### src/rtl/rr_mux_pipe_if.sv
// Valid/ready bundle between N producers, the rr_mux_pipe merge point and one consumer.
// The master drives the producer and consumer side. The slave is the merge block itself.
interface rr_mux_pipe_if #(
    parameter int WIDTH    = 32,
    parameter int CHANNELS = 4
);
    localparam int SELW = $clog2(CHANNELS);

    logic                      mode;
    logic [SELW-1:0]           sel;
    logic [CHANNELS-1:0]       in_valid;
    logic [CHANNELS-1:0]       in_ready;
    logic [CHANNELS*WIDTH-1:0] in_data;
    logic                      out_valid;
    logic                      out_ready;
    logic [WIDTH-1:0]          out_data;
    logic [SELW-1:0]           out_ch;

    modport master (
        output mode, sel, in_valid, in_data, out_ready,
        input  in_ready, out_valid, out_data, out_ch
    );

    modport slave (
        input  mode, sel, in_valid, in_data, out_ready,
        output in_ready, out_valid, out_data, out_ch
    );
endinterface

### src/rtl/rr_mux_pipe.sv
// rr_mux_pipe: N-to-1 valid/ready merge with a single registered output stage.
// mode=0 arbitrates round-robin from ptr; mode=1 steers from channel sel.
module rr_mux_pipe #(
    parameter int WIDTH    = 32,
    parameter int CHANNELS = 4
) (
    input  logic         clk,
    input  logic         rst,
    rr_mux_pipe_if.slave bus
);
    localparam int SELW = $clog2(CHANNELS);
    localparam int NPAD = 1 << SELW;

    logic [SELW-1:0]     ptr;
    logic [SELW-1:0]     ptr_next;
    logic [SELW-1:0]     g;
    logic [SELW-1:0]     rr_idx;
    logic                grant;
    logic                load;
    logic                take;
    logic [NPAD-1:0]     valid_pad;
    logic [CHANNELS-1:0] ready_c;
    logic [WIDTH-1:0]    g_data;
    logic                out_valid_q;
    logic [WIDTH-1:0]    out_data_q;
    logic [SELW-1:0]     out_ch_q;

    // Zero padding up to 2**SELW makes any sel >= CHANNELS see an idle channel.
    assign valid_pad = NPAD'(bus.in_valid);

    // NOTE: every signal written in always_comb gets a default first, so no latch is inferred.
    always_comb begin
        grant  = 1'b0;
        g      = '0;
        rr_idx = '0;
        if (bus.mode) begin
            grant = valid_pad[bus.sel];
            g     = bus.sel;
        end else begin
            for (int i = 0; i < CHANNELS; i++) begin
                rr_idx = (int'(ptr) + i >= CHANNELS) ? SELW'(int'(ptr) + i - CHANNELS)
                                                     : SELW'(int'(ptr) + i);
                if (!grant && valid_pad[rr_idx]) begin
                    grant = 1'b1;
                    g     = rr_idx;
                end
            end
        end
    end

    assign load = !out_valid_q || bus.out_ready;
    assign take = grant && load && !rst;

    always_comb begin
        ready_c = '0;
        g_data  = '0;
        for (int k = 0; k < CHANNELS; k++) begin
            ready_c[k] = take && (g == SELW'(k));
            if (g == SELW'(k)) begin
                g_data = bus.in_data[k*WIDTH +: WIDTH];
            end
        end
    end

    // Explicit wrap keeps non power-of-two channel counts inside 0..CHANNELS-1.
    assign ptr_next = (g == SELW'(CHANNELS - 1)) ? '0 : g + SELW'(1);

    // NOTE: sequential state uses non-blocking assignments so every register samples pre-edge values.
    always_ff @(posedge clk) begin
        if (rst) begin
            out_valid_q <= 1'b0;
            out_data_q  <= '0;
            out_ch_q    <= '0;
            ptr         <= '0;
        end else if (take) begin
            out_valid_q <= 1'b1;
            out_data_q  <= g_data;
            out_ch_q    <= g;
            if (!bus.mode) begin
                ptr <= ptr_next;
            end
        end else if (bus.out_ready) begin
            out_valid_q <= 1'b0;
        end
    end

    assign bus.in_ready  = ready_c;
    assign bus.out_valid = out_valid_q;
    assign bus.out_data  = out_data_q;
    assign bus.out_ch    = out_ch_q;
endmodule

### src/flat_wrapper.sv
// flat-port wrapper written by rule: the top's interface ports become plain ports
module rr_mux_pipe_flat 
#(
    parameter int WIDTH    = 32,
    parameter int CHANNELS = 4
)
  (clk, rst, bus_mode, bus_sel, bus_in_valid, bus_in_data, bus_out_ready, bus_in_ready, bus_out_valid, bus_out_data, bus_out_ch);
  rr_mux_pipe_if #(.WIDTH(WIDTH), .CHANNELS(CHANNELS)) bus_i ();
  input  logic clk;
  input  logic rst;
  input wire logic [$bits(bus_i.mode)-1:0] bus_mode;
  input wire logic [$bits(bus_i.sel)-1:0] bus_sel;
  input wire logic [$bits(bus_i.in_valid)-1:0] bus_in_valid;
  input wire logic [$bits(bus_i.in_data)-1:0] bus_in_data;
  input wire logic [$bits(bus_i.out_ready)-1:0] bus_out_ready;
  output wire logic [$bits(bus_i.in_ready)-1:0] bus_in_ready;
  output wire logic [$bits(bus_i.out_valid)-1:0] bus_out_valid;
  output wire logic [$bits(bus_i.out_data)-1:0] bus_out_data;
  output wire logic [$bits(bus_i.out_ch)-1:0] bus_out_ch;
  assign bus_i.mode = bus_mode;
  assign bus_i.sel = bus_sel;
  assign bus_i.in_valid = bus_in_valid;
  assign bus_i.in_data = bus_in_data;
  assign bus_i.out_ready = bus_out_ready;
  assign bus_in_ready = bus_i.in_ready;
  assign bus_out_valid = bus_i.out_valid;
  assign bus_out_data = bus_i.out_data;
  assign bus_out_ch = bus_i.out_ch;
  rr_mux_pipe #(.WIDTH(WIDTH), .CHANNELS(CHANNELS)) u_core (.clk(clk), .rst(rst), .bus(bus_i));
endmodule
### config.mk
export PLATFORM = sky130hd
export DESIGN_NAME = rr_mux_pipe_flat
export DESIGN_NICKNAME = d
export VERILOG_FILES = /design/src/rtl/rr_mux_pipe_if.sv /design/src/rtl/rr_mux_pipe.sv /design/src/flat_wrapper.sv
export SDC_FILE = /design/constraint.sdc
export NUM_CORES = 1
export LEC_CHECK = 0
export CAP_MARGIN = 20
export CORE_ASPECT_RATIO = 0.7
export CORE_UTILIZATION = 37
export CTS_CLUSTER_SIZE = 10
export DETAILED_ROUTE_END_ITERATION = 10
export HOLD_SLACK_MARGIN = 0.15
export PLACE_DENSITY = 0.91
export SLEW_MARGIN = 20
export SYNTH_ARGS = -nofsm -noshare
export SYNTH_HDL_FRONTEND = slang
export SYNTH_SLANG_ARGS = --single-unit
export TNS_END_PERCENT = 5
### constraint.sdc
create_clock -name clk -period 4.2 [get_ports clk]
set_clock_uncertainty 0.2 [all_clocks]
set_input_delay 0.84 -clock clk [delete_from_list [all_inputs] [get_ports clk]]
set_output_delay 0.84 -clock clk [all_outputs]
set_load 0.005 [all_outputs]
# Yosys cells after proc, flatten, opt, wreduce, memory -nomap -nowiden
# Cells that the tools add are included.
[totals]
elab_cells = 77
output_inout_bits = 39
inputBits = 138
ff_bits = 37
[op_classes]
reduce_logical = 18
bitwise_logic = 1
eq_ne = 3
add_sub_neg = 8
order_cmp = 9
mux = 34
[op_table]
columns = ["op", "n"]
rows = [
  ["2-to-1 mux 32 bit", 4],
  ["2-to-1 mux 2 bit", 10],
  ["less-than comparator 2 x 3 -> 1 bit (second input constant)", 5],
  ["2-to-1 mux 1 bit", 15],
  ["binary-select mux 1 bit (select 2 bit)", 5],
  [">= comparator 3 bit (second input constant)", 3],
  ["logical AND 1 bit", 9],
  ["subtractor 2 x 1 -> 2 bit (second input constant)", 4],
  ["adder 2 x 2 -> 3 bit (second input constant)", 2],
  ["zero test 1 bit", 5],
  ["equality test 2 bit (second input constant)", 2],
  ["adder 2 x 1 -> 3 bit (second input constant)", 1],
  [">= comparator 2 x 3 -> 1 bit (second input constant)", 1],
  ["adder 2 x 1 -> 2 bit (second input constant)", 1],
  ["equality test 2 x 1 -> 1 bit (second input constant)", 1],
  ["zero test 2 bit", 1],
  ["AND reduction 2 bit", 1],
  ["nonzero test 2 bit", 1],
  ["logical OR 1 bit", 1],
  ["NOT 1 bit", 1],
]

# Longest topological paths before layout
# Gate-level depths: netlist of the first run.
[depth]
depth_word = 23
ltp_mapped = 12
mapped_depth_nobuf = 9

# Worst setup path after synthesis of the first run
# Ideal clock, no wire load.
[synth_path]
kind = "in2out"
start = "input bus_in_valid[0]"
end = "output bus_in_ready[2]"
cell_stages = 10
setup_slack_ns = 0.559
required_ns = 3.160
n_path_buf = 3
t_arrival_ns = 2.601
cell_sequence = "buf_2 > nor3_4 > a21oi_1 > a211oi_1 > nor2_1 > ha_1 > clkbuf_1 > inv_1 > clkbuf_1 > nor2_1"
[synth_via]
word_cells_on_any_way = 33
cone_classes = "1 x eq/ne; 23 x mux; 9 x reduce/logical"
[synth_rtl]
columns = ["item", "line", "source"]
rows = [
  ["start, declared", "flat_wrapper.sv:13", "input wire logic [$bits(bus_i.in_valid)-1:0] bus_in_valid;"],
  ["binary-select mux 1 bit (select 2 bit)", "rr_mux_pipe.sv:43", "if (!grant && valid_pad[rr_idx]) begin"],
  ["2-to-1 mux 1 bit (not written as such)", "rr_mux_pipe.sv:43", ""],
  ["2-to-1 mux 1 bit", "rr_mux_pipe.sv:43", ""],
  ["2-to-1 mux 1 bit", "rr_mux_pipe.sv:36", "if (bus.mode) begin"],
  ["zero test 1 bit", "rr_mux_pipe.sv:43", ""],
  ["logical AND 1 bit", "rr_mux_pipe.sv:43", ""],
  ["2-to-1 mux 1 bit", "rr_mux_pipe.sv:43", ""],
  ["2-to-1 mux 1 bit", "rr_mux_pipe.sv:36", ""],
  ["[3 not listed]", "-", ""],
  ["2-to-1 mux 1 bit", "rr_mux_pipe.sv:36", ""],
  ["zero test 1 bit", "rr_mux_pipe.sv:43", ""],
  ["logical AND 1 bit", "rr_mux_pipe.sv:43", ""],
  ["2-to-1 mux 2 bit *", "rr_mux_pipe.sv:43", ""],
  ["2-to-1 mux 2 bit *", "rr_mux_pipe.sv:36", ""],
  ["net u_core.g[1]", "rr_mux_pipe.sv:16", "logic [SELW-1:0] g;"],
  ["equality test 2 bit *", "rr_mux_pipe.sv:58", "ready_c[k] = take && (g == SELW'(k));"],
  ["logical AND 1 bit *", "rr_mux_pipe.sv:58", ""],
  ["end, declared", "flat_wrapper.sv:16", "output wire logic [$bits(bus_i.in_ready)-1:0] bus_in_ready;"],
]
# Mark *: on every way through the listed nets, which the timed path passes. The rest lies on a longest branch. The select of a mux whose other input is x is not followed.

# Final worst setup path of the first run
[layout_path]
start = "input bus_in_valid[3]"
end = "output bus_in_ready[0]"
[layout_via]
elab_chain_len = 19
word_cells_on_any_way = 33
cone_classes = "23 x mux; 10 x reduce/logical"
[layout_lines]
columns = ["item", "line", "source"]
rows = [
  ["binary-select mux 1 bit (select 2 bit)", "rr_mux_pipe.sv:43", ""],
  ["2-to-1 mux 1 bit (not written as such)", "rr_mux_pipe.sv:43", ""],
  ["2-to-1 mux 1 bit", "rr_mux_pipe.sv:43", ""],
  ["2-to-1 mux 1 bit", "rr_mux_pipe.sv:36", ""],
  ["zero test 1 bit", "rr_mux_pipe.sv:43", ""],
  ["logical AND 1 bit", "rr_mux_pipe.sv:43", ""],
  ["2-to-1 mux 1 bit", "rr_mux_pipe.sv:43", ""],
  ["2-to-1 mux 1 bit", "rr_mux_pipe.sv:36", ""],
  ["[2 not listed]", "-", ""],
  ["2-to-1 mux 1 bit", "rr_mux_pipe.sv:43", ""],
  ["2-to-1 mux 1 bit", "rr_mux_pipe.sv:36", ""],
  ["zero test 1 bit", "rr_mux_pipe.sv:43", ""],
  ["logical AND 1 bit", "rr_mux_pipe.sv:43", ""],
  ["2-to-1 mux 1 bit", "rr_mux_pipe.sv:43", ""],
  ["2-to-1 mux 1 bit", "rr_mux_pipe.sv:36", ""],
  ["logical AND 1 bit (2 in series)", "rr_mux_pipe.sv:52", "assign take = grant && load && !rst;"],
  ["logical AND 1 bit *", "rr_mux_pipe.sv:58", ""],
]
# Mark *: on every way between the ends. The rest lies on a longest branch, timed or not. The select of a mux whose other input is x is not followed.

==> metrics.yaml, run 1 <==
status:
  outcome: "completed"
yosys:
  synth_fp_nets: 473
  yosysSeqAreaShare: 0.268
  synth_top_cell_by_area: "dfxtp_1"
  syn_inst: 331
  ys_seq_elements: 37
  netlist_area_um2: 2760
  synthTopCellsByArea: "dfxtp_1, a221o_1, o21ai_1"
  ys_types: 41
  yosysWarnings: 0
  async_reset_ff_frac: 0
  yosysTopAreaCellShare: 0.268
  synth.avg_cell_area_um2: 8.34
  ys.flop_type: "dfxtp_1"
  post-synth-top-count-cell: "o21ai_1"
  ys_top_cells_by_count: "o21ai_1, nor2b_1, dfxtp_1"
  synth_edf_count: 0
layout:
  multiInputGateArea_um2: 1830
  final_nets: 637
  n_fill_cell: 529
  drive_gt1_frac: 0.0887
  num_antenna_cells: 0
  stdcell_count: 590
  area_growth_pct: 70.1
  seqCellArea_um2: 741
clock_network:
  cts_tree: "yes"
  insertion_delay_ns: 0.29
  cts_setup_buffers: 0
  cts_sinks: 37
  cts_root_buf: "clkbuf_8"
  cts_htree_levels: 2
  clk_pin_slew_ns: 0.08
  ctsLongestPathBuffers: 2
  cts_buffers: 5
sta:
  period_needed_ns: 4.05
  final_max_slew_viol_count: 0
  relSlewSlack: 0.583
  tightestPinTransition_ns: 0.625
  max_freq_mhz: 247
  rsz0062_at_grt: "no"
  setup_viol: 0
  fin_crit_sh: 0.964
  fin_setup_tns_ns: 0
  hold_viol: 0
setup_path:
  start_kind: "input port"
  end_kind: "primary output"
  worstPathRequired_ns: 3.16
  reg2reg_depth: 11
  setup.worst_path.end: "bus_in_ready[0]"
  r2r-end: "u_core.bus.out_data[2]"
  cp_data_arrival_time_ns: 3.01
  worstReg2RegStart: "u_core.ptr[1]"
  ff2ff_setup_slack_ns: 0.92
  criticalPathCategory: "in -> out"
  cp-startpoint: "bus_in_valid[3]"
  cp_max_fo: 7
hold_path:
  min_path_type: "reg -> reg"
global_routing:
  antenna_found_initial: 0
  grt_max_degree: 40
  grt_pass1_vias: 3167
  grtUsageTotal: 0.250
  grt_pass1_wl_um: 15400
  grt.overflow.total: 0
floorplanning:
  initial_core_util: 0.396
  die_area_um2: 7810
  core_um2: 6980
  chipHeight_um: 74.3
  core.rowCount: 25
  die_x_um: 105
  num_io_pins: 177
route:
  drt.antenna.violating_nets: 0
  dr.pass1.iters: 4
  drc: 0
  vias_per_cell: 5.56
  drt_iter0_drc: 144
  wl_um: 10100
  wl_per_cell_um: 17.1
  vias: 3278
power_and_ir_drop:
  power.leakage_nw: 1.75
  peakVddDrop_mv: 0.133
  power_per_cell_area_nw_per_um2: 273
  total_power_mw: 1.28
placement:
  gp_congestion: 0.842
  io_buffers: 176
  placedCellCount: 582
  dp.final_hpwl_um: 7180
flow_run:
  maxCapViolations: 0
==> through the flow <==
stage          hold slack, ns  setup slack (ns)  area, µm²  utilization
2_1_floorplan           0.330             0.559       2760            -
3_3_place_gp            0.353            0.0874       4580        0.657
3_5_place_dp            0.376            -0.126       4580        0.657
4_1_cts                 0.391          0.000131       4690        0.672
5_1_grt                 0.412            0.0577       4700        0.673
6_report                0.388             0.152       4700        0.673
==> state kept, by name, indices dropped and copies added, names as in the netlist <==
name and count:
u_core.ptr 2, u_core.bus.out_ch 2, u_core.bus.out_valid 1, u_core.bus.out_data 32
==> logic make-up (layout without fill, tap and decap cells) <==
logic type,after synthesis,count (layout),share of synthesized area
flip-flops,37,37,0.268
buffers and inverters,42,207,0.0780
adder cells (fa/ha/maj),4,4,0.0181
AND/OR/NAND/NOR,66,66,0.143
AO/OA/AOI/OAI,177,177,0.473
multiplexers,5,5,0.0199
==> cell usage in the layout, fill, tap and decap left out, types with 4 or more instances in the layout <==
master and n:
o21a_1 32, mux2i_1 4, clkdlybuf4s50_1 170, o21ai_0 10
inv_1 6, nor2b_1 37, o21ai_1 57, nor2_1 9
a221o_1 31, buf_4 16, a22oi_1 32, dfxtp_1 37
clkbuf_8 5
==> worst max-delay path: stages <==
cell and delay [ns]:
dlygate4sd2_1 0.34, nor2b_2 0.20, nand4_1 0.19, a221oi_4 0.38, or2_1 0.19, ha_1 0.19
and3_1 0.18, clkdlybuf4s50_1 0.50
==> what timing repair did <==
item	4_1_cts	5_1_grt
endpoints found under the setup margin	4	4
pin swaps	2	2
cloned	0	0
resized for setup	6	4
hold buffers	0	0
==> where the power goes <==
| part | leakage, nW | total [mW] | switching (mW) | internal (mW) |
|---|---|---|---|---|
| clock network | 0.0439 | 0.245 | 0.131 | 0.115 |
| registers | 0.305 | 0.428 | 0.0245 | 0.403 |
| logic | 1.40 | 0.608 | 0.250 | 0.357 |
| total | 1.75 | 1.28 | 0.405 | 0.875 |
==> worst min path at each step <==
stage / end / slack (ns) / cells after the start / startpoint
after floorplan: u_core.ptr[0] / 0.33 / 2 / u_core.ptr[0]
after global placement: u_core.ptr[0] / 0.35 / 2 / u_core.ptr[0]
after detailed placement: u_core.bus.out_data[21] / 0.38 / 3 / u_core.bus.out_data[21]
after CTS: u_core.bus.out_data[21] / 0.39 / 3 / u_core.bus.out_data[21]
after global routing: u_core.bus.out_data[18] / 0.41 / 3 / u_core.bus.out_data[18]
final: u_core.bus.out_data[18] / 0.39 / 3 / u_core.bus.out_data[18]
==> layout make-up <==
| cell class | instances | area share |
|---|---|---|
| Clock buffer | 5 | 0.0147 |
| Clock inverter | 3 | 0.00373 |
| Inverter | 6 | 0.00480 |
| Multi-Input combinational cell | 252 | 0.390 |
| Sequential cell | 37 | 0.158 |
| Tap cell | 94 | 0.0250 |
| Timing Repair Buffer | 193 | 0.404 |
==> layer usage <==
metal  track usage  part of all wire  vias to the layer above  routed length, µm
li1              -                 -                     1587                  -
met1         0.292              0.40                     1497               4040
met2         0.455              0.48                      181               4820
met3        0.0727              0.11                       13               1100
met4        0.0720             0.013                        0                134
met5             0                 0                        -                  0
Note: power is estimated with default switching activity, not from simulation.
==> run 2, diff against run 1 <==
--- a/config.mk
+++ b/config.mk
@@ -5,11 +5,13 @@
 export SDC_FILE = /design/constraint.sdc
 export NUM_CORES = 1
 export LEC_CHECK = 0
+export ABC_CLOCK_PERIOD_IN_PS = 4200
 export CAP_MARGIN = 20
 export CORE_ASPECT_RATIO = 0.7
 export CORE_UTILIZATION = 37
 export CTS_CLUSTER_SIZE = 10
 export DETAILED_ROUTE_END_ITERATION = 10
+export GPL_TIMING_DRIVEN = 0
 export HOLD_SLACK_MARGIN = 0.15
 export PLACE_DENSITY = 0.91
 export SLEW_MARGIN = 20
==> run 2 against run 1 <==
  * Power up 1.7%
  * Sequential share of layout area down 0.31 points
  * Critical path type unchanged
  * Maximum frequency decreased by 2.2%
  * Critical endpoint unchanged
  * Global-route usage rose by 2.0 points
==> metrics.yaml, run 2 (synthesized netlist as in run 1, its figures left out) <==
status:
  outcome: "completed"
global_routing:
  grt.overflow.total: 0  # unchanged
  antenna_found_initial: 0  # unchanged
  grt_pass1_vias: 3281  # +3.6%
  grt_pass1_wl_um: 16400  # +6.8%
  grt_max_degree: 18  # -55%
  grtUsageTotal: 0.270  # +0.0197
hold_path:
  hold_end: "u_core.bus.out_data[20]"
  min_path_type: "reg -> reg"
  whs_path_depth: 3  # unchanged
  worstHoldStart: "u_core.bus.out_data[20]"
clock_network:
  ctsLongestPathBuffers: 2  # unchanged
  cts_root_buf: "clkbuf_8"
  clk_pin_slew_ns: 0.07  # about the same
  cts_htree_levels: 2  # unchanged
  cts_sinks: 37  # unchanged
  cts_tree: "yes"
  insertion_delay_ns: 0.29  # about the same
  cts_buffers: 5  # unchanged
route:
  wl_um: 10700  # +5.5%
  wl_per_cell_um: 17.5  # +2.1%
  drc: 0  # unchanged
  drt.antenna.violating_nets: 0  # unchanged
  drt_iter0_drc: 160  # +11%
  dr.pass1.iters: 5  # +1
  vias_per_cell: 5.50  # -1.1%
  vias: 3353  # +2.3%
setup_path:
  cp_max_fo: 6  # -1
  end_kind: "primary output"
  cp_data_arrival_time_ns: 3.10  # +0.09 ns
  r2r-end: "u_core.bus.out_data[1]"
  worstReg2RegStart: "u_core.ptr[1]"
  reg2reg_depth: 12  # +1
  path_cells: "clkdlybuf4s15_2 > inv_1 > or3_1 > a221oi_4 > or2_1 > buf_4 > ha_1 > and3_1 > clkdlybuf4s50_1"
  cp_slowest_cell: "clkdlybuf4s50_1"
  start_kind: "input port"
  worstPathRequired_ns: 3.16  # about the same
  max_stage_delay_ns: 0.52  # +0.02 ns
  ff2ff_setup_slack_ns: 0.98  # +0.06 ns
  criticalPathCategory: "in -> out"
placement:
  io_buffers: 175  # -0.57%
  place_area_um2: 4630  # +0.98%
  dp.final_hpwl_um: 8110  # +13%
  gp_congestion: 0.847  # +0.63%
sta:
  tightestPinTransition_ns: 0.552  # -0.0734 ns
  fin_setup_tns_ns: 0  # unchanged
  period_needed_ns: 4.14  # +0.0908 ns
  setup_viol: 0  # unchanged
  max_freq_mhz: 242  # -2.2%
  hold_viol: 0  # unchanged
  fin_crit_sh: 0.985  # +0.0216
  final_max_slew_viol_count: 0  # unchanged
  relSlewSlack: 0.632  # +0.0489
layout:
  design_area_um2: 4790  # +2.0%
  area_growth_pct: 73.5
  final_common_cell: "clkdlybuf4s50_1"
  final_nets: 657  # +3.1%
  num_antenna_cells: 0  # unchanged
  largest_reg_flops: 32  # unchanged
  layout_common_cells: "clkdlybuf4s50_1, o21ai_1, nor2b_1"
  fin_util: 0.686  # +0.0133
  drive_gt1_frac: 0.101  # +0.0121
floorplanning:
  num_io_pins: 177  # unchanged
  die_x_um: 105  # unchanged
  chipHeight_um: 74.3  # unchanged
  die_area_um2: 7810  # unchanged
  core.rowCount: 25  # unchanged
  initial_core_util: 0.396  # unchanged
  core_um2: 6980  # unchanged
power_and_ir_drop:
  power.leakage_nw: 1.77  # +1.0%
  power_per_cell_area_nw_per_um2: 272  # -0.24%
  peakVddDrop_mv: 0.127  # -4.6%
flow_run:
  maxCapViolations: 0  # unchanged
run 2: cell count changes in the layout (fill, tap and decap cells not counted), moves of 2 or more:
cell / before / now
clkinvlp_4: 1 / 3
clkbuf_1: 0 / 12
buf_1: 0 / 3
buf_6: 0 / 7
inv_1: 6 / 4
dlygate4sd2_1: 3 / 1
dlymetal6s2s_1: 2 / 0
buf_2: 1 / 6
buf_4: 16 / 7
clkbuf_2: 0 / 5
run 2: layout make-up:
cell class | instances | area (µm²)
clock inverter | 3 | 17.5
multi-input combinational | 252 | 1840
buffer | 31 | 180
timing repair buffer | 182 | 1790
fill | 598 | 2190
tap | 94 | 118
sequential | 37 | 741
inverter | 6 | 30.0
clock buffer | 5 | 68.8
run 2: power breakdown:
group          internal [mW]  switching [mW]  leakage, nW  total (mW)
Combinational          0.366           0.262         1.42       0.628
Clock                  0.115           0.131       0.0439       0.246
Sequential             0.403          0.0250        0.305       0.428
Total                  0.884           0.418         1.77        1.30
run 2: how the worst max path moves through the flow:
stage,startpoint,endpoint,slack (ns),depth (start not counted)
5_1_grt,bus_in_valid[1],bus_in_ready[0],-0.01,9
3_3_place_gp,bus_in_valid[1],bus_in_ready[3],-0.81,11
4_1_cts,bus_in_valid[3],bus_in_ready[3],0.02,9
3_5_place_dp,bus_in_valid[1],bus_in_ready[3],-0.85,11
6_report,bus_in_valid[1],bus_in_ready[0],0.06,9
2_1_floorplan,bus_in_valid[0],bus_in_ready[2],0.56,10
run 2: stage by stage:
step           std cells  hold slack [ns]  setup slack (ns)  power [mW]
6_report             610            0.395            0.0610        1.30
5_1_grt              610            0.421           -0.0101        1.38
4_1_cts              606            0.392            0.0163        1.30
3_5_place_dp         600            0.375            -0.848        1.05
3_3_place_gp         600            0.361            -0.812        1.03
2_1_floorplan        331            0.330             0.559       0.725
run 2: timing repair:
item	CTS	global route
resized for setup	16	5
hold buffers	0	0
buffers inserted	3	4
setup endpoints to repair	4	3
pin swaps	1	1
run 2: per-layer routing:
metal	global-route usage	wire [µm]	up-vias
li1	-	-	1635
met1	0.330	4560	1539
met2	0.499	5140	175
met3	0.0587	912	4
met4	0.0485	44	0
met5	0	0	-
run 2: worst max-delay path, delay by kind of cell:
kind                     cells  cell delay (ns)
AO/OA/AOI/OAI                1             0.33
adder cells (fa/ha/maj)      1             0.20
buffers and inverters        4             1.00
AND/OR/NAND/NOR              3             0.72
